`src/rtl/cpu16_pkg.sv`:
```
// ============================================================================
// Package : cpu16_pkg
// Brief   : Shared widths, register-address helper and writeback FIFO entry.
// Rev     : 1.0  initial release
// ============================================================================
`default_nettype none

package cpu16_pkg;

  localparam int DATA_W     = 16;
  localparam int NUM_REGS   = 4;
  localparam int REG_AW     = (NUM_REGS > 1) ? $clog2(NUM_REGS) : 1;
  localparam int FIFO_DEPTH = 2;

  typedef struct packed {
    logic [REG_AW-1:0] rd;
    logic [DATA_W-1:0] data;
  } wb_entry_t;

  // Address width for n registers, never narrower than one bit.
  function automatic int addr_w(input int n);
    return (n > 1) ? $clog2(n) : 1;
  endfunction

endpackage

`default_nettype wire

```
`src/rtl/wb_fifo.sv`:
```
// ============================================================================
// Module : wb_fifo
// Brief  : Small in-order buffer for load results awaiting the write port.
// Rev    : 1.0  initial release
// ============================================================================
`default_nettype none

module wb_fifo import cpu16_pkg::*; #(
  parameter  int WIDTH = $bits(wb_entry_t),
  parameter  int DEPTH = cpu16_pkg::FIFO_DEPTH,
  localparam int PW    = (DEPTH > 1) ? $clog2(DEPTH) : 1,
  localparam int CW    = $clog2(DEPTH + 1)
) (
  input  logic             Clock,
  input  logic             Reset_n,
  input  logic             push,
  input  logic [WIDTH-1:0] push_data,
  input  logic             pop,
  output logic [WIDTH-1:0] pop_data,
  output logic             full,
  output logic             empty,
  output logic [CW-1:0]    count
);

  localparam logic [PW-1:0] LAST_PTR = PW'(DEPTH - 1);
  localparam logic [CW-1:0] DEPTH_C  = CW'(DEPTH);

  logic [WIDTH-1:0] mem_q [DEPTH];
  logic [PW-1:0]    wr_ptr_q, wr_ptr_d;
  logic [PW-1:0]    rd_ptr_q, rd_ptr_d;
  logic [CW-1:0]    count_q,  count_d;
  logic             do_push, do_pop;

  assign full     = (count_q == DEPTH_C);
  assign empty    = (count_q == '0);
  assign count    = count_q;
  assign pop_data = mem_q[rd_ptr_q];
  assign do_push  = push && !full;
  assign do_pop   = pop && !empty;

  always_comb begin
    wr_ptr_d = wr_ptr_q;
    rd_ptr_d = rd_ptr_q;
    count_d  = count_q;
    // Pointers wrap explicitly so non-power-of-two depths stay correct.
    if (do_push) wr_ptr_d = (wr_ptr_q == LAST_PTR) ? '0 : wr_ptr_q + 1'b1;
    if (do_pop)  rd_ptr_d = (rd_ptr_q == LAST_PTR) ? '0 : rd_ptr_q + 1'b1;
    case ({do_push, do_pop})
      2'b10:   count_d = count_q + 1'b1;
      2'b01:   count_d = count_q - 1'b1;
      default: count_d = count_q;
    endcase
  end

  always_ff @(posedge Clock or negedge Reset_n) begin
    if (!Reset_n) begin
      wr_ptr_q <= '0;
      rd_ptr_q <= '0;
      count_q  <= '0;
    end else begin
      wr_ptr_q <= wr_ptr_d;
      rd_ptr_q <= rd_ptr_d;
      count_q  <= count_d;
    end
  end

  // Payload storage carries no reset; validity is tracked by count_q alone.
  always_ff @(posedge Clock) begin
    if (do_push) mem_q[wr_ptr_q] <= push_data;
  end

endmodule

`default_nettype wire

```
`src/rtl/writeback_unit.sv`:
```
// ============================================================================
// Module : writeback_unit
// Brief  : Arbitrates ALU and load results onto the register-file write port
//          and tracks outstanding loads per destination register.
// Config : WB_BYPASS_EN - load result goes straight to the write port when
//          the buffer is empty and the ALU is idle.
// Rev    : 1.0  initial release
// ============================================================================
`default_nettype none

module writeback_unit import cpu16_pkg::*; #(
  parameter  int DATA_W     = cpu16_pkg::DATA_W,
  parameter  int NUM_REGS   = cpu16_pkg::NUM_REGS,
  parameter  int FIFO_DEPTH = cpu16_pkg::FIFO_DEPTH,
  localparam int AW         = addr_w(NUM_REGS),
  localparam int CW         = $clog2(FIFO_DEPTH + 1)
) (
  input  logic                Clock,
  input  logic                Reset_n,
  input  logic                AluValid,
  input  logic [AW-1:0]       AluRd,
  input  logic [DATA_W-1:0]   AluData,
  input  logic                MemValid,
  input  logic [AW-1:0]       MemRd,
  input  logic [DATA_W-1:0]   MemData,
  output logic                MemReady,
  input  logic                LoadIssue,
  input  logic [AW-1:0]       LoadIssueRd,
  output logic [NUM_REGS-1:0] Pending,
  output logic                RegWrite,
  output logic [AW-1:0]       RD,
  output logic [DATA_W-1:0]   WriteData,
  output logic                WawErr
);

  localparam int            EW      = AW + DATA_W;
  localparam logic [CW-1:0] DEPTH_C = CW'(FIFO_DEPTH);

  logic                reg_write_q, reg_write_d;
  logic [AW-1:0]       rd_q,        rd_d;
  logic [DATA_W-1:0]   wdata_q,     wdata_d;
  logic                waw_q,       waw_d;
  logic [NUM_REGS-1:0] pending_q,   pending_d;

  logic              mem_accept, bypass;
  logic              fifo_push, fifo_pop, fifo_full, fifo_empty;
  logic [EW-1:0]     fifo_head;
  logic [CW-1:0]     fifo_count;
  logic [AW-1:0]     head_rd;
  logic [DATA_W-1:0] head_data;

  assign MemReady   = (fifo_count < DEPTH_C);
  assign mem_accept = MemValid && MemReady;

`ifdef WB_BYPASS_EN
  assign bypass = mem_accept && fifo_empty && !AluValid;
`else
  assign bypass = 1'b0;
`endif

  assign fifo_push = mem_accept && !bypass && !fifo_full;
  assign fifo_pop  = !AluValid && !fifo_empty;
  assign head_rd   = fifo_head[EW-1 -: AW];
  assign head_data = fifo_head[DATA_W-1:0];

  wb_fifo #(
    .WIDTH (EW),
    .DEPTH (FIFO_DEPTH)
  ) u_fifo (
    .Clock     (Clock),
    .Reset_n   (Reset_n),
    .push      (fifo_push),
    .push_data ({MemRd, MemData}),
    .pop       (fifo_pop),
    .pop_data  (fifo_head),
    .full      (fifo_full),
    .empty     (fifo_empty),
    .count     (fifo_count)
  );

  always_comb begin
    reg_write_d = 1'b0;
    rd_d        = rd_q;
    wdata_d     = wdata_q;
    pending_d   = pending_q;
    if (AluValid) begin
      reg_write_d = 1'b1;
      rd_d        = AluRd;
      wdata_d     = AluData;
    end else if (fifo_pop) begin
      reg_write_d        = 1'b1;
      rd_d               = head_rd;
      wdata_d            = head_data;
      pending_d[head_rd] = 1'b0;
    end else if (bypass) begin
      reg_write_d      = 1'b1;
      rd_d             = MemRd;
      wdata_d          = MemData;
      pending_d[MemRd] = 1'b0;
    end
    // Applied after the clear so a same-cycle issue keeps the register pending.
    if (LoadIssue) pending_d[LoadIssueRd] = 1'b1;
  end

  assign waw_d = AluValid && pending_q[AluRd];

  always_ff @(posedge Clock or negedge Reset_n) begin
    if (!Reset_n) begin
      reg_write_q <= 1'b0;
      rd_q        <= '0;
      wdata_q     <= '0;
      waw_q       <= 1'b0;
      pending_q   <= '0;
    end else begin
      reg_write_q <= reg_write_d;
      rd_q        <= rd_d;
      wdata_q     <= wdata_d;
      waw_q       <= waw_d;
      pending_q   <= pending_d;
    end
  end

  assign RegWrite  = reg_write_q;
  assign RD        = rd_q;
  assign WriteData = wdata_q;
  assign WawErr    = waw_q;
  assign Pending   = pending_q;

endmodule

`default_nettype wire

```
`config.mk`:
```
export PLATFORM = sky130hd
export DESIGN_NAME = writeback_unit
export DESIGN_NICKNAME = d
export VERILOG_FILES = /design/src/rtl/cpu16_pkg.sv /design/src/rtl/wb_fifo.sv /design/src/rtl/writeback_unit.sv
export SDC_FILE = /design/constraint.sdc
export NUM_CORES = 1
export LEC_CHECK = 0
export CAP_MARGIN = 20
export CORE_MARGIN = 1.5
export CORE_UTILIZATION = 50
export DETAILED_ROUTE_END_ITERATION = 10
export DONT_BUFFER_PORTS = 1
export HOLD_SLACK_MARGIN = 0.06
export PLACE_DENSITY = 0.69
export RECOVER_POWER = 50
export SLEW_MARGIN = 40
export SYNTH_ARGS = -nofsm -noshare
export SYNTH_HDL_FRONTEND = slang
export SYNTH_SLANG_ARGS = --single-unit
```
`constraint.sdc`:
```
create_clock -name Clock -period 2.5 [get_ports Clock]
set_input_delay 0.5 -clock Clock [delete_from_list [all_inputs] [get_ports Clock]]
set_output_delay 0.5 -clock Clock [all_outputs]
set_load 0.01 [all_outputs]
```
# [Word-level counts from Yosys, hierarchy flattened]
# Memory sizes are Yosys's and may differ from the RTL's.
# Cells that the tools add are included.
[word_totals] register_bits=28 ram_bits=36 inputBits=43 out_inout_bits=25 elab_cells=59 n_memories=1
[op_classes] n_addsub=4 magnitude_cmp=6 n_eq_ne=3 n_mux=20 n_bitwise=3 n_reduce_logical=14
[mem_list] memory="u_fifo.mem_q" words=2 width=18 rd=1 rd_clocked_by_memory_dff=0 wr=1 line_no="wb_fifo.sv:28" rtl="logic [WIDTH-1:0] mem_q [DEPTH];"
[op_table] op="$mux W16" n=2
[op_table] op="$mux W4" n=3
[op_table] op="$lt A2 B3 Y1 const B" n=3
[op_table] op="$mux W1" n=9
[op_table] op="$logic_and A1 B1 Y1" n=8
[op_table] op="$and A4 B4 Y4" n=1
[op_table] op="$demux W1 S2" n=2
[op_table] op="$eq A2 B2 Y1 const B" n=2
[op_table] op="$ge A2 B1 Y1 const B" n=2
[op_table] op="$mux W2" n=2
[op_table] op="$not A4 Y4" n=1
[op_table] op="$or A4 B4 Y4" n=1
[op_table] op="$pmux W2 S2" n=1
[op_table] op="$reduce_bool A2 Y1" n=2
[op_table] op="$logic_not A1 Y1" n=3
[op_table] op="$add A1 B1 Y1 const B" n=2
[op_table] op="$add A2 B1 Y2 const B" n=1
[op_table] op="$bmux W1 S2" n=1
[op_table] op="$eq A2 B1 Y1 const B" n=1
[op_table] op="$logic_not A2 Y1" n=1
[op_table] op="$lt A2 B2 Y1 const B" n=1
[op_table] op="$sub A2 B1 Y2 const B" n=1

# [Logic depth before layout (Yosys ltp)]
# An unclocked memory read counts as a cell.
[logic_depth] word_depth=11 ltp_mapped=7 ltp_nobuf=6

# [Cells and area by module]
# Synthesis repeated with hierarchy kept, for this count alone.
[hier_totals] cells_unflattened=180 hier_area_um2=2682.6
[modules_own_cells] module="wb_fifo" instances=1 cells_each=74 area_each_um2=1545.2 seq_area_each_um2=1181.1
[modules_own_cells] module="writeback_unit" instances=1 cells_each=106 area_each_um2=1137.3 seq_area_each_um2=600.6

# [Least setup slack after synthesis]
# No wires, ideal clock.
[synth_path] kind="flip-flop to flip-flop" startpoint="register u_fifo.count_q[1] (netlist: u_fifo.count[1])" endpoint="memory u_fifo.mem_q[0][0] (netlist name) (enable)" setup_ns=0.393 arrival_time_ns=1.438 required_time_ns=2.107 slack_ns=0.670 path_stages_with_launch=4 path_buffers=0 synth_period_minus_slack_ns=1.830 cell_sequence="dfrtp_1 inv_1 nand2_1 nor2_1"
[synth_between] elab_chain_len=6 elab_cells_between_ends=8 cone_classes="1 x order compare; 1 x eq/ne; 2 x mux; 4 x reduce/logical"
[synth_rtl] element="start, declared" line_no="wb_fifo.sv:31" rtl="logic [CW-1:0] count_q, count_d;"
[synth_rtl] element="start signal, assigned" line_no="wb_fifo.sv:63" rtl="count_q <= count_d;"
[synth_rtl] element="$lt A2 B2 Y1" line_no="writeback_unit.sv:52" rtl="assign MemReady = (fifo_count < DEPTH_C);"
[synth_rtl] element="net MemReady" line_no="writeback_unit.sv:26" rtl="output logic MemReady,"
[synth_rtl] element="$logic_and A1 B1 Y1" line_no="writeback_unit.sv:53" rtl="assign mem_accept = MemValid && MemReady;"
[synth_rtl] element="$logic_and A1 B1 Y1" line_no="writeback_unit.sv:61" rtl="assign fifo_push = mem_accept && !bypass && !fifo_full;"
[synth_rtl] element="$logic_and A1 B1 Y1" line_no="wb_fifo.sv:38" rtl="assign do_push = push && !full;"
[synth_rtl] element="$mux W1" line_no="wb_fifo.sv:69" rtl="if (do_push) mem_q[wr_ptr_q] <= push_data;"
[synth_rtl] element="$mux W1 (not written as such)" line_no="wb_fifo.sv:69"
[synth_rtl] element="end, declared" line_no="wb_fifo.sv:28"
# The timed path passes the listed nets, and every way through them passes these cells.

# [Final worst setup path]
[layout_path] startpoint="register u_fifo.count_q[0] (netlist: u_fifo.count[0])" endpoint="register u_fifo.count_q[1] (netlist: u_fifo.count[1])"
[layout_between] elab_chain_len=6 elab_cells_between_ends=16 cone_classes="2 x add/sub; 1 x order compare; 3 x eq/ne; 1 x mux; 9 x reduce/logical"
[layout_rtl] element="$logic_not A2 Y1 (*)" line_no="wb_fifo.sv:35" rtl="assign empty = (count_q == '0);"
[layout_rtl] element="$logic_not A1 Y1 (*)" line_no="wb_fifo.sv:39, writeback_unit.sv:62"
[layout_rtl] element="$logic_and A1 B1 Y1" line_no="writeback_unit.sv:62" rtl="assign fifo_pop = !AluValid && !fifo_empty;"
[layout_rtl] element="$logic_and A1 B1 Y1 (*)" line_no="wb_fifo.sv:39" rtl="assign do_pop = pop && !empty;"
[layout_rtl] element="net u_fifo.do_pop" line_no="wb_fifo.sv:32" rtl="logic do_push, do_pop;"
[layout_rtl] element="$eq A2 B1 Y1 or $eq A2 B2 Y1 (tied branches)" line_no="wb_fifo.sv:48" rtl="case ({do_push, do_pop})"
[layout_rtl] element="$pmux W2 S2 or $reduce_bool A2 Y1 (tied branches)"
# The timed path passes the listed nets; every way through them passes the cells marked *.
# A chain may end at the register's enable or synchronous reset.

==> run metrics <==
status=finished, final reports clean; Worst Hold Class=input port to flip-flop; Slowest-stage cell, CP=nor2_1; Yosys reg bits=64; worst vdd ir=0.464 mV; CP arrival=2010 ps; WHS Path Cells=1; clk buf depth=2; switching power=1090 uW; DRC=0; RSZ-0062 raised after global routing=false; global-route wire length before repair=7.02 mm; total power=3410 uW; Crit Path Max Fanout=8; clock transition at the registers of the reported paths=70 ps; H-tree depth=3; total negative setup slack=0 ps; # setup viols final=0; WP depth=5; slack of the critical path=739 ps; Hold Slack=254 ps; max-cap viol count=0; Yosys cell types=35; Remaining Overflow, GRT=0; most frequent cell on the critical path=nor2_1; reg-to-reg startpoint=u_fifo.count[0]; R2R depth=5; post-DP HPWL=3.16 mm; Critical Path RT=2750 ps; cells after synthesis=196; vias in the first global route=1,482; crit-path cells=nor2_1 -> nor2_1 -> ha_1 -> nor2_1 -> xnor2_1; Worst-Skew Late Latency=330 ps; Sink Count=64; fin crit share=0.705; capturing point of the worst reg2reg path=u_fifo.count[1]; Avg WL per Cell=16.7 um; Synth area leaders=edfxtp_1 (41%), dfrtp_1 (27%), a211oi_1 (4.5%); CTS resizes=0; nature of the critical path endpoint=flip-flop; layout cells sized above 1=0.136; YS warnings=0; final core utilization=0.571; Die Width=75.7 um; Die Y=75.7 um; most common cell after layout, fill and taps aside=edfxtp_1; I/O Buffers=0; R2R Setup Slk=740 ps; sequential share of the synthesized area=0.674; Post-synth EDFFs=36; CTS Root Cell=clkbuf_8; CTS tree=yes; Initial DRC Count=39; most frequent cells in the layout=edfxtp_1 (36), dfrtp_1 (28), nand2_1 (21), nor2_1 (19); Final Slew Violations=0; Starting Density=0.517; family with the most delay on the worst path=simple AND/OR/NAND/NOR gates; Final Hold Vio Count=0; Period minus WS final=1760 ps; crit path kind=flip-flop to flip-flop; hold path startpoint=LoadIssueRd[1]; hold endpoint=Pending[1]; WP buf/inv=0; # fillers=435; Least-Margin Pin Slew=728 ps; sw frac=0.320; post-DR vias/cell=5.31; vias after detailed routing=1,466; Fmax=568 MHz; Int Power=2320 uW; Pre-antenna DRT Iters=4; Comb power frac=0.240; fraction of registers with async set/reset=0.438; FP Rows=26; initial antenna violation count=0; pre-CTS setup slack=885 ps; gpl congestion=0.751; synthesis-to-layout area growth=10.3%; Yosys top cell by area=edfxtp_1; Top Ports=68; Worst Clk Skew=6.05 ps; CTS Buf Count=9; core region area=5110 sq um; part of the power in registers=0.492; total track usage=0.180; fin nets=245; Avg Cell Area, Syn=13.5 sq um; P_leak=0.00110 uW; overall routed net length=4.60 mm; Total Die Area=5730 sq um; PD cells=1170 nW/um^2; Post-Syn Area=2640 sq um; syn nets=240; diode count=0; worst slew margin relative to its limit=0.515; Clk network pwr share=0.268; ys flop type=edfxtp_1; crit start category=flip-flop; post-synth top area share=0.409; pin count of the biggest net entering global routing=42; slowest stage delay, CP=460 ps; Routed Antenna Nets=0
[flip-flops by register name, indices dropped and copies added, names as in the netlist]
name and count:
RD 2, u_fifo.rd_ptr_q 1, Pending 4, u_fifo.mem_q 36, u_fifo.count 2, WriteData 16
RegWrite 1, u_fifo.wr_ptr_q 1, WawErr 1
[power groups by stage]
| stage | combinational, uW | sequential (uW) | clock [uW] |
|---|---|---|---|
| after global routing | 925 | 1710 | 993 |
| after floorplan | 769 | 1620 | 0 |
| after detailed placement | 825 | 1710 | 0 |
| after global placement | 789 | 1690 | 0 |
| after CTS | 842 | 1690 | 942 |
| final | 819 | 1680 | 915 |
[kinds of logic (layout without fill, tap and decap cells)]
logic type	Yosys count	count (layout)	share of synthesized area
AND/OR/NAND/NOR	66	66	0.121
flip-flops	64	64	0.674
AO/OA/AOI/OAI	39	39	0.124
buffers and inverters	17	27	0.0374
XOR/XNOR	5	5	0.0166
multiplexers	4	4	0.0218
adder cells (fa/ha/maj)	1	1	0.00473
[stage by stage]
stage,cell area (sq um),std cells
6_report,2910,276
2_1_floorplan,2640,196
4_1_cts,2920,276
3_5_place_dp,2680,258
5_1_grt,2910,276
3_3_place_gp,2680,258
[cell type report]
class | instances | area [sq um] | share of cell area
Multi-Input combinational cell | 115 | 762 | 0.261
Clock buffer | 12 | 135 | 0.0464
Tap cell | 70 | 87.6 | 0.0301
Inverter | 5 | 18.8 | 0.00644
Timing Repair Buffer | 6 | 60.1 | 0.0206
Sequential cell | 64 | 1780 | 0.611
Clock inverter | 4 | 68.8 | 0.0236
[how the worst max path moves through the flow]
stage,slack [ps],startpoint,to
final,740,u_fifo.count[0],u_fifo.count[1]
after global routing,610,u_fifo.count[0],u_fifo.count[1]
after CTS,880,u_fifo.rd_ptr_q,Pending[0]
after detailed placement,880,u_fifo.rd_ptr_q,Pending[0]
after global placement,980,u_fifo.rd_ptr_q,Pending[0]
after floorplan,670,u_fifo.count[1],u_fifo.mem_q[0][0]
[synthesized netlist by cell type, types with 2 or more instances]
library cell	n
o31ai_1	9
nor2b_1	16
buf_2	4
buf_6	3
buf_4	2
o31ai_2	7
clkbuf_1	2
inv_1	5
nor2_1	19
o21ai_1	2
nand2_1	21
edfxtp_1	36
a211oi_1	16
xnor2_1	4
mux2i_1	2
dfrtp_1	28
and3_1	2
[per-layer routing]
metal / track usage / share of wire / routed length, um
met1: 0.201 / 0.39 / 1780
met2: 0.281 / 0.49 / 2250
met5: 0 / 0 / 0
met3: 0.0807 / 0.095 / 438
met4: 0.113 / 0.027 / 124
[timing repair]
| action | in CTS | in global routing |
|---|---|---|
| hold buffers | 2 | 0 |
| endpoints found under the hold margin | 28 | 0 |
| setup buffers | 0 | 0 |
| setup endpoints to repair | 0 | 0 |
No activity file was read; power rests on OpenSTA's default activity.
